`config.mk`:
```
export PLATFORM = sky130hd
export DESIGN_NAME = uart_tx_arbiter
export DESIGN_NICKNAME = d
export VERILOG_FILES = /design/src/rtl/uart_arb_pkg.sv /design/src/rtl/uart_arb_rr_pick.sv /design/src/rtl/uart_tx_arbiter.sv
export SDC_FILE = /design/constraint.sdc
export NUM_CORES = 1
export LEC_CHECK = 0
export ABC_CLOCK_PERIOD_IN_PS = 4200
export BUFFER_PORTS_ARGS = -buffer_cell sky130_fd_sc_hd__buf_2
export CELL_PAD_IN_SITES_DETAIL_PLACEMENT = 0
export CELL_PAD_IN_SITES_GLOBAL_PLACEMENT = 2
export CORE_UTILIZATION = 30
export CTS_BUF_LIST = sky130_fd_sc_hd__clkbuf_2
export DETAILED_ROUTE_END_ITERATION = 8
export GPL_ROUTABILITY_DRIVEN = 0
export PLACE_DENSITY_LB_ADDON = 0.1
export SYNTH_ARGS = -nofsm -noshare
export SYNTH_HDL_FRONTEND = slang
export SYNTH_SLANG_ARGS = --single-unit
```
`constraint.sdc`:
```
create_clock -name clk -period 4.2 [get_ports clk]
set_clock_uncertainty 0.2 [all_clocks]
set_input_delay 0.21 -clock clk [delete_from_list [all_inputs] [get_ports clk]]
set_output_delay 0.21 -clock clk [all_outputs]
set_load 0.02 [all_outputs]
```
`src/rtl/uart_arb_pkg.sv`:
```
// Shared state type and default timing constants for the UART transmit arbiter.
// FRAME_CYCLES default = (CLK_HZ / BAUD) * BITS_PER_FRAME.
package uart_arb_pkg;

   typedef enum logic [1:0] {
      IDLE,
      GRANT,
      WAIT
   } arb_state_e;

   localparam int DATA_W_DEF       = 8;
   localparam int CLK_HZ           = 100_000_000;
   localparam int BAUD             = 9600;
   localparam int BITS_PER_FRAME   = 10;
   localparam int FRAME_CYCLES_DEF = (CLK_HZ / BAUD) * BITS_PER_FRAME;

endpackage

```
`src/rtl/uart_arb_rr_pick.sv`:
```
// Combinational winner select: first request at or above ptr, wrapping.
// With UART_ARB_FIXED_PRIO_EN defined the lowest index wins and ptr is ignored.
module uart_arb_rr_pick #(
   parameter int NUM_REQ = 4,
   parameter int IDX_W   = $clog2(NUM_REQ)
) (
   input  logic [NUM_REQ-1:0] req,
   input  logic [IDX_W-1:0]   ptr,
   output logic [IDX_W-1:0]   winner,
   output logic               valid
);

   int start;

`ifdef UART_ARB_FIXED_PRIO_EN
   logic unused_ptr;
   assign unused_ptr = ^ptr;
   assign start      = 0;
`else
   assign start = int'(ptr);
`endif

   always_comb begin
      int idx;
      idx    = 0;
      winner = '0;
      valid  = 1'b0;
      for (int i = 0; i < NUM_REQ; i++) begin
         idx = (start + i) % NUM_REQ;
         if (!valid && req[IDX_W'(idx)]) begin
            winner = IDX_W'(idx);
            valid  = 1'b1;
         end
      end
   end

endmodule

```
`src/rtl/uart_tx_arbiter.sv`:
```
// Shares one UART transmitter between NUM_REQ byte sources and times each frame itself.
// Define UART_ARB_FIXED_PRIO_EN for fixed lowest-index priority instead of round-robin.
module uart_tx_arbiter
   import uart_arb_pkg::*;
#(
   parameter int NUM_REQ      = 4,
   parameter int DATA_W       = DATA_W_DEF,
   parameter int FRAME_CYCLES = FRAME_CYCLES_DEF,
   parameter int GAP_CYCLES   = 16
) (
   input  logic                       clk,
   input  logic                       reset,
   input  logic [NUM_REQ-1:0]         req,
   input  logic [NUM_REQ*DATA_W-1:0]  req_data,
   output logic [NUM_REQ-1:0]         ack,
   output logic                       tx_start,
   output logic [DATA_W-1:0]          tx_data,
   output logic                       busy,
   output logic [$clog2(NUM_REQ)-1:0] owner
);

   localparam int IDX_W = $clog2(NUM_REQ);
   localparam int SPAN  = FRAME_CYCLES + GAP_CYCLES;
   localparam int CNT_W = (SPAN > 1) ? $clog2(SPAN) : 1;
   localparam logic [CNT_W-1:0] CNT_LOAD = CNT_W'(SPAN - 1);

   generate
      if (FRAME_CYCLES < 1) begin : g_bad_frame
         $error("uart_tx_arbiter: FRAME_CYCLES must be at least 1");
      end
      if (NUM_REQ < 2 || NUM_REQ > 8) begin : g_bad_num_req
         $error("uart_tx_arbiter: NUM_REQ must be in 2..8");
      end
   endgenerate

   arb_state_e        state_q;
   logic [NUM_REQ-1:0] ack_q;
   logic               tx_start_q;
   logic [DATA_W-1:0]  tx_data_q;
   logic               busy_q;
   logic [IDX_W-1:0]   owner_q;
   logic [IDX_W-1:0]   ptr_q;
   logic [IDX_W-1:0]   ptr_d;
   logic [CNT_W-1:0]   cnt_q;

   logic [IDX_W-1:0]   winner;
   logic               pick_valid;
   logic [DATA_W-1:0]  win_data;

   uart_arb_rr_pick #(
      .NUM_REQ (NUM_REQ),
      .IDX_W   (IDX_W)
   ) u_pick (
      .req    (req),
      .ptr    (ptr_q),
      .winner (winner),
      .valid  (pick_valid)
   );

   assign win_data = req_data[int'(winner)*DATA_W +: DATA_W];

`ifdef UART_ARB_FIXED_PRIO_EN
   assign ptr_d = '0;
`else
   assign ptr_d = (int'(owner_q) == NUM_REQ - 1) ? '0 : owner_q + IDX_W'(1);
`endif

   // The counter holds SPAN-1 during GRANT, so GRANT+WAIT lasts exactly SPAN cycles.
   always_ff @(posedge clk) begin
      if (reset) begin
         state_q    <= IDLE;
         ack_q      <= '0;
         tx_start_q <= 1'b0;
         tx_data_q  <= '0;
         busy_q     <= 1'b0;
         owner_q    <= '0;
         ptr_q      <= '0;
         cnt_q      <= '0;
      end else begin
         ack_q      <= '0;
         tx_start_q <= 1'b0;
         unique case (state_q)
            IDLE: begin
               if (pick_valid) begin
                  state_q    <= GRANT;
                  ack_q      <= NUM_REQ'(1) << winner;
                  tx_start_q <= 1'b1;
                  busy_q     <= 1'b1;
                  tx_data_q  <= win_data;
                  owner_q    <= winner;
                  cnt_q      <= CNT_LOAD;
               end
            end
            GRANT: begin
               ptr_q <= ptr_d;
               if (cnt_q == '0) begin
                  state_q <= IDLE;
                  busy_q  <= 1'b0;
               end else begin
                  state_q <= WAIT;
                  cnt_q   <= cnt_q - CNT_W'(1);
               end
            end
            WAIT: begin
               if (cnt_q == '0) begin
                  state_q <= IDLE;
                  busy_q  <= 1'b0;
               end else begin
                  cnt_q <= cnt_q - CNT_W'(1);
               end
            end
            default: state_q <= IDLE;
         endcase
      end
   end

   assign ack      = ack_q;
   assign tx_start = tx_start_q;
   assign tx_data  = tx_data_q;
   assign busy     = busy_q;
   assign owner    = owner_q;

endmodule

```
[After elaboration in Yosys (flattened, before gate mapping)]
Cells that the tools add are included.
Widths: inputs -> output; s select.
Storage, ports and cells
  output and inout port bits: 16
  logic and storage cells: 76
  flip-flop bits (word level): 37
Cells by class
  reductions and logical operators: 16
  bitwise operators: 2
  $lt $le $gt $ge: 4
  equality and inequality tests: 7
  muxes and demuxes: 32
  $add $sub $neg: 5
  shift-type cells: 2
Operator list (number)
  $mux 17: 2
  $pmux 17 s2: 1
  $shiftx 32x6->8: 1
  $logic_not 17->1: 1
  $sub 17x1->17 const B: 1
  $lt 2x4->1 const B: 4
  $mux 2: 8
  $mux 1: 15
  $bmux 1 s2: 4
  $ne 2x2->1 const B: 3
  $pmux 2 s3: 1
  $reduce_and 3->1: 2
  $add 2x1->2 const B: 2
  $add 2x2->2 const B: 2
  $eq 2x1->1 const B: 2
  $reduce_and 2->1: 2
  $reduce_or 2->1: 2
  $shl 1x2->4 const A: 1
  $logic_and 1x1->1: 3
  $logic_not 1->1: 3
  $reduce_or 3->1: 1
  $eq 2x2->1 const B: 1
  $logic_not 2->1: 1
  $ne 2x1->1 const B: 1
  other kinds (3): 4

[Depth between registers and ports, before layout]
Gate-level depths: netlist (run 1).
  depth after elaboration: 15
  mapped depth: 8
  mapped depth without buffers: 7

[Cells and area by module]
A second synthesis (run 1) with hierarchy kept.
Unflattened totals
  cells, all modules: 220
  area total of the unflattened synthesis: 1966.9 um^2
Modules (own cells, without submodules)
  uart_tx_arbiter: cells each 205, instances 1, seq. area each 740.7 um^2, area an instance 1889.3 um^2
  uart_arb_rr_pick: cells each 15, instances 1, seq. area each 0.0 um^2, area an instance 77.6 um^2

[Worst setup path before layout (run 1)]
No wires, ideal clock.
  kind: reg2reg
  start point: register state_q[0]
  end point: register cnt_q[11]
  slack: 2.027 ns
  setup time: 0.121 ns
  arrival time: 1.852 ns
  clock period less this slack: 2.173 ns
  path buffers: 0
  cell stages (with the launch flop): 8
  cell sequence: dfxtp_1 -> inv_1 -> ha_1 -> and2b_2 -> and4_2 -> a21o_1 -> nor4_2 -> mux2_4
Between the ends
  word-level cells in the longest chain between the ends: 4
  elaborated cells on any way between the ends: 9
Ends and longest elaborated chain
  start: declaration: RTL line uart_tx_arbiter.sv:36  | arb_state_e state_q;
  start signal: assignment: RTL line uart_tx_arbiter.sv:71  | state_q <= IDLE;
  start signal: assignment: RTL line uart_tx_arbiter.sv:85  | state_q <= GRANT;
  start signal: assignment: RTL line uart_tx_arbiter.sv:97  | state_q <= IDLE;
  $eq 2x2->1 or $eq 2x1->1 (tied branches): RTL line uart_tx_arbiter.sv:82  | unique case (state_q)
  $reduce_or 2->1 (no line)
  $ne 2x2->1 (no line) or $reduce_bool 2->1 (tied branches)
  $reduce_and 3->1 (no line)
  end signal: assignment: RTL line uart_tx_arbiter.sv:101  | cnt_q <= cnt_q - CNT_W'(1);
  end signal: assignment: RTL line uart_tx_arbiter.sv:109  | cnt_q <= cnt_q - CNT_W'(1);
  end: declaration: RTL line uart_tx_arbiter.sv:44  | logic [CNT_W-1:0] cnt_q;
Parallel ways exist; a longest one is shown, timed or not.
A chain may end at the register's enable or synchronous reset.

[Final worst setup path (run 1)]
  start point: register ptr_q[0]
  end point: register tx_data_q[5] (netlist: tx_data[5])
Between the ends
  word-level cells in the longest chain between the ends: 14
  elaborated cells on any way between the ends: 31
Ends and longest elaborated chain
  start: declaration: RTL line uart_tx_arbiter.sv:42  | logic [IDX_W-1:0] ptr_q;
  start signal: assignment: RTL line uart_tx_arbiter.sv:95  | ptr_q <= ptr_d;
  branches (longest 14 deep; another with $add 2x1->2)
  end signal: assignment: RTL line uart_tx_arbiter.sv:89  | tx_data_q <= win_data;
  end: declaration: RTL line uart_tx_arbiter.sv:39  | logic [DATA_W-1:0] tx_data_q;
Parallel ways; which one is timed is not known. The select of a mux whose other input is x is not followed.

==> results of run 1 <==
report_power, final:
group | total (uW) | switching, uW | internal [uW]
combinational | 598 | 340 | 258
sequential | 510 | 76.6 | 433
clock | 153 | 114 | 38.9
cell type report:
| cell class | count | area [um^2] |
|---|---|---|
| clock buffer | 6 | 30.0 |
| clock inverter | 1 | 3.75 |
| fill | 629 | 3750 |
| inverter | 8 | 30.0 |
| multi-input combinational | 166 | 1180 |
| sequential | 37 | 741 |
| tap | 77 | 96.3 |
| timing repair buffer | 78 | 513 |
placed cells by master, fill, tap and decap left out, drive strengths merged, types with 4 or more instances in the layout:
cell type and n:
buf 54, dfxtp 37, dlygate4sd3 24, nor2 23, mux2i 21, a21oi 19
nand2 18, inv 8, o221ai 8, xor2 7, ha 6, clkbuf 6
a211oi 5, nand4 5, o21ai 5, nand2b 4, nor3 4, nor4 4
what timing repair did:
item                      4_1_cts  5_1_grt
buffers inserted                0        0
hold endpoints to repair        8        0
gates resized for setup         0        0
hold buffers                   24        0
cell families (layout without fill, tap and decap cells):
kind of cell / Yosys count / count (layout) / share of synthesized area, %
simple gates: 75 / 75 / 20.1
compound gates: 53 / 53 / 19.6
flops: 37 / 37 / 37.4
mux: 22 / 22 / 11.4
buf+inv: 14 / 93 / 3.35
xor+xnor: 10 / 10 / 4.42
fa+ha+maj: 6 / 6 / 3.79
sequential cells by signal, summed over array words and instances, names as in the netlist:
signal	count
busy	1
ack	4
state_q	2
tx_data	8
owner	2
ptr_q	2
cnt_q	17
tx_start	1
through the flow:
stage	hold slack, ps	instance area (um^2)	total power, uW	setup slack, ps
2_1_floorplan	123	1980	930	2030
3_3_place_gp	243	2320	1090	1870
3_5_place_dp	247	2320	1070	1800
4_1_cts	22.8	2590	1270	1360
5_1_grt	38.0	2590	1370	1150
6_report	44.8	2590	1260	1330
routing by layer:
metal	share of wire [%]	wire [um]	up-vias
met5	0	0	-
met4	0.96	47	0
met3	4.5	219	8
met2	47	2290	42
met1	48	2340	821
li1	-	-	958
path summary, 6_finish.rpt:
check / startpoint / end / depth (start not counted)
worst max-delay path: ptr_q[0]$_SDFFE_PP0P_ / tx_data[5]$_SDFFE_PP0P_ / 8
worst min-delay path: reset / owner[0]$_SDFFE_PP0P_ / 2
worst max register to register: ptr_q[0]$_SDFFE_PP0P_ / tx_data[5]$_SDFFE_PP0P_ / 8
worst min register to register: state_q[1]$_SDFFE_PP0P_ / state_q[1]$_SDFFE_PP0P_ / 2
==> impl_metrics.py, run 1 <==
metrics = {
    "run_status": {
        "status": "finished, final reports clean",
    },
    "routing": {
        "drtIter0Drc": 36,
        "wl_um": 4890,
        "wl_per_cell_um": 13.1,
        "post_drt_via_cell_ratio": 4.90,
        "drc": 0,
        "drt-pass1-iter-count": 4,
        "vias": 1829,
        "postRouteAntennaNets": 0,
    },
    "synth": {
        "synth_cell_types": 47,
        "synthTopCellsByCount": "dfxtp_1 (37), nor2_1 (23), mux2i_1 (21)",
        "synth_top_area_cell": "dfxtp_1",
        "ys_ff_latch": 37,
        "syn_avg_cell_area_um2": 9.13,
        "async_flop_share_pct": 0,
        "synth_top_area_share_pct": 37.4,
        "ys_top_cells_by_area": "dfxtp_1 (37%), mux2i_1 (11%), a21oi_1 (4.8%)",
        "synth_nets": 261,
        "netlist_area_um2": 1980,
        "ys_warn_count": 0,
        "synth_seq_area_share_pct": 37.4,
        "synthCells": 217,
        "synth_edf_count": 0,
        "ys.flop_type": "dfxtp_1",
        "synth.most_common_cell": "dfxtp_1",
    },
    "cts": {
        "cts_root_buf": "clkbuf_2",
        "clkTransAtPathRegs_ps": 180,
        "cts_tree": "yes",
        "clockBufferDepth": 2,
        "htree_levels": 2,
        "cts_num_sinks": 37,
        "cts_buffers": 5,
        "insertion_delay_ps": 380,
    },
    "power": {
        "vdd_ir_drop_max_mv": 0.171,
        "power_density_nw_per_um2": 486,
        "p_leak_uw": 0.00109,
    },
    "floorplan": {
        "dieArea_um2": 6940,
        "pin_count": 54,
        "rows": 29,
        "core_area_um2": 6350,
        "initial_core_util_pct": 31.2,
        "fp.dieH_um": 83.3,
        "die_w_um": 83.3,
    },
    "timing": {
        "finalCritPeriodShare_pct": 68.4,
        "setup-violations-final": 0,
        "worst_pin_slew_ps": 909,
        "tns_ps": 0,
        "clock.fmax_ghz": 0.348,
        "finalHoldViolCount": 0,
        "finalCriticalPeriod_ps": 2870,
        "slew_viol_final": 0,
        "rsz0062_at_grt": "no",
        "relSlewSlack_pct": 38.9,
    },
    "grt": {
        "antenna_found_initial": 0,
        "use_met1_pct": 19.1,
        "busiest_layer": "met2",
        "track_usage_pct": 14.8,
        "grt-ovfl-total": 0,
        "grt_pass1_vias": 1737,
        "use_met3_pct": 3.98,
        "grt_util_met2_pct": 24.3,
        "grt_max_degree": 23,
        "grt_pass1_wl_um": 8340,
    },
    "finish": {
        "drive_above_1_share_pct": 24.7,
        "n_antenna_cell": 0,
        "final_nets": 340,
        "syn_to_final_growth_pct": 30.9,
        "instances_no_fill": 373,
        "final_util_pct": 40.9,
    },
    "place": {
        "dp_hpwl_um": 3470,
        "portBuffers": 53,
        "dp.cells": 342,
    },
    "setup_path": {
        "critPathTopFamily": "buffers and inverters",
        "critical_path_required_ps": 4280,
        "critical-path-top-cell-by-count": "dlygate4sd3_1",
        "cp_cell_sequence": "inv_1 > a21oi_1 > a2bb2oi_2 > buf_4 > mux2i_1 > dlygate4sd3_1 > o221ai_1 > dlygate4sd3_1",
        "crit_path_start_kind": "register",
        "max_stage_delay_ps": 590,
        "endpoint_kind": "register",
        "criticalPathCategory": "register to register",
        "path_max_fanout": 21,
        "worst-path-buf-inv": 4,
        "slowest_stage": "dlygate4sd3_1",
        "cp.arrival_ps": 2960,
        "rrSetupSlack_ps": 1330,
    },
    "hold_path": {
        "hp-class": "input port to register",
    },
    "job": {
        "max_cap_violations": 0,
    },
}
No activity file was read; power rests on OpenSTA's default activity.
==> run 2: changes to the inputs <==
ABC_CLOCK_PERIOD_IN_PS = 2490   (was 4200)
CORE_UTILIZATION = 29   (was 30)
clock period = 2.49 ns   (was 4.2 ns; I/O delays follow)
==> run 2 against run 1 <==
  * Sequential cell count is the same
  * Critical path type unchanged
  * Sequential power grew 68%
  * Worst hold slack gained 11 ps
  * Clock power grew 81%
  * Critical endpoint is now cnt_q[11]$_SDFFE_PP0P_
==> impl_metrics.py, run 2 (same netlist as run 1, synthesis figures left out) <==
metrics = {
    "run_status": {
        "status": "finished, final reports clean",
    },
    "routing": {
        "drtIter0Drc": 74,
        "vias": 1971,
        "wl_per_cell_um": 13.5,
        "post_drt_via_cell_ratio": 5.02,
        "drt-pass1-iter-count": 4,
        "drc": 0,
        "wl_um": 5290,
        "postRouteAntennaNets": 0,
    },
    "power": {
        "power_uw": 2230,
        "power_density_nw_per_um2": 802,
        "p_leak_uw": 0.00117,
        "vdd_ir_drop_max_mv": 0.276,
    },
    "cts": {
        "cts_buffers": 5,
        "cts_setup_buffers": 0,
        "cts_root_buf": "clkbuf_2",
        "htree_levels": 2,
        "cts_tree": "yes",
        "clockBufferDepth": 2,
        "clkTransAtPathRegs_ps": 210,
        "cts_num_sinks": 37,
        "insertion_delay_ps": 400,
    },
    "job": {
        "max_cap_violations": 0,
    },
    "finish": {
        "final_nets": 360,
        "instances_no_fill": 393,
        "drive_above_1_share_pct": 26.3,
        "final_common_cell": "buf_2",
        "finalInstanceArea_um2": 2770,
        "regMostFlops": "cnt_q",
        "syn_to_final_growth_pct": 40.0,
        "n_antenna_cell": 0,
        "layout_common_cells": "buf_2 (53), dfxtp_1 (37), dlygate4sd3_1 (34)",
        "largest_reg_flops": 17,
    },
    "floorplan": {
        "pin_count": 54,
        "rows": 29,
        "fp.dieH_um": 84.7,
        "initial_core_util_pct": 30.7,
        "dieArea_um2": 7170,
        "die_w_um": 84.7,
        "core_area_um2": 6460,
    },
    "hold_path": {
        "hp-class": "input port to register",
        "min_path_cells": 5,
        "hold-path-endpoint": "busy$_SDFFE_PP0P_",
        "hold_start": "req[0]",
    },
    "setup_path": {
        "r2r-end": "cnt_q[11]$_SDFFE_PP0P_",
        "critical_path_required_ps": 2600,
        "endpoint_kind": "register",
        "worst-r2r-cell-count": 7,
        "path_max_fanout": 6,
        "crit_path_start_kind": "register",
        "criticalPathCategory": "register to register",
        "cp.arrival_ps": 2450,
        "rrSetupSlack_ps": 150,
        "r2r-start": "state_q[0]$_SDFFE_PP0P_",
    },
    "timing": {
        "finalCriticalPeriod_ps": 2340,
        "relSlewSlack_pct": 67.3,
        "rsz0062_at_grt": "no",
        "slew_viol_final": 0,
        "finalHoldViolCount": 0,
        "clock.fmax_ghz": 0.427,
        "tns_ps": 0,
        "worst_pin_slew_ps": 490,
        "finalCritPeriodShare_pct": 94.1,
        "setup-violations-final": 0,
    },
    "place": {
        "dp.cells": 352,
        "place_area_um2": 2400,
        "portBuffers": 53,
        "dp_hpwl_um": 3730,
    },
    "grt": {
        "antenna_found_initial": 0,
        "grt_pass1_vias": 1932,
        "grt_pass1_wl_um": 9010,
        "track_usage_pct": 15.8,
        "grt_max_degree": 22,
        "grt-ovfl-total": 0,
    },
}
## run 2: cell types whose count changed in the layout (fill, tap and decap cells not counted)
cell           change
dlygate4sd3_1     +10
buf_4              +9
buf_6              +1
## run 2: repair_timing
item	CTS	global route
gates resized for setup	0	1
setup endpoints to repair	0	2
hold buffers	34	0
endpoints found under the hold margin	17	0
## run 2: report_power, final
group	total, uW	leakage (uW)	switching, uW	internal (uW)
Clock	277	0.0000265	212	65.6
Sequential	857	0.000306	126	731
Combinational	1090	0.000834	595	496
## run 2: worst max path at each step
stage	startpoint	end	slack, ps
detailed placement	state_q[0]$_SDFFE_PP0P_	cnt_q[11]$_SDFFE_PP0P_	170
CTS	ptr_q[0]$_SDFFE_PP0P_	tx_data[3]$_SDFFE_PP0P_	140
floorplan	state_q[0]$_SDFFE_PP0P_	cnt_q[11]$_SDFFE_PP0P_	320
global route	state_q[0]$_SDFFE_PP0P_	cnt_q[11]$_SDFFE_PP0P_	10
global placement	state_q[0]$_SDFFE_PP0P_	cnt_q[11]$_SDFFE_PP0P_	230
finish	state_q[0]$_SDFFE_PP0P_	cnt_q[11]$_SDFFE_PP0P_	150
## run 2: final cells by class
type / instances / area [um^2]
Timing Repair Buffer: 98 / 692
Inverter: 8 / 30.0
Sequential cell: 37 / 741
Fill cell: 651 / 3680
Clock buffer: 6 / 30.0
Clock inverter: 1 / 3.75
Tap cell: 77 / 96.3
Multi-Input combinational cell: 166 / 1180
## run 2: metrics by stage
step                setup slack (ps)  hold WS (ps)  util, %
global placement                 227           225     37.1
CTS                              144          44.9     42.9
floorplan                        317          37.5        -
global route                    14.8          39.9     42.9
finish                           148          55.6     42.9
detailed placement               171           242     37.1
## run 2: critical path, cell delays in order (launching register included)
cell     delay, ps
dfxtp_1        390
inv_1           80
ha_1           370
and2b_2        250
and4_2         240
a21o_1         200
nor4_2         190
mux2_4         330
## run 2: layer usage
layer  wire length [um]  global-route usage (%)  vias to the layer above
li1                   -                       -                     1001
met3                195                    3.44                        7
met5                  0                       0                        -
met2               2520                    26.7                       39
met1               2520                    20.2                      924
met4                 55                    4.78                        0
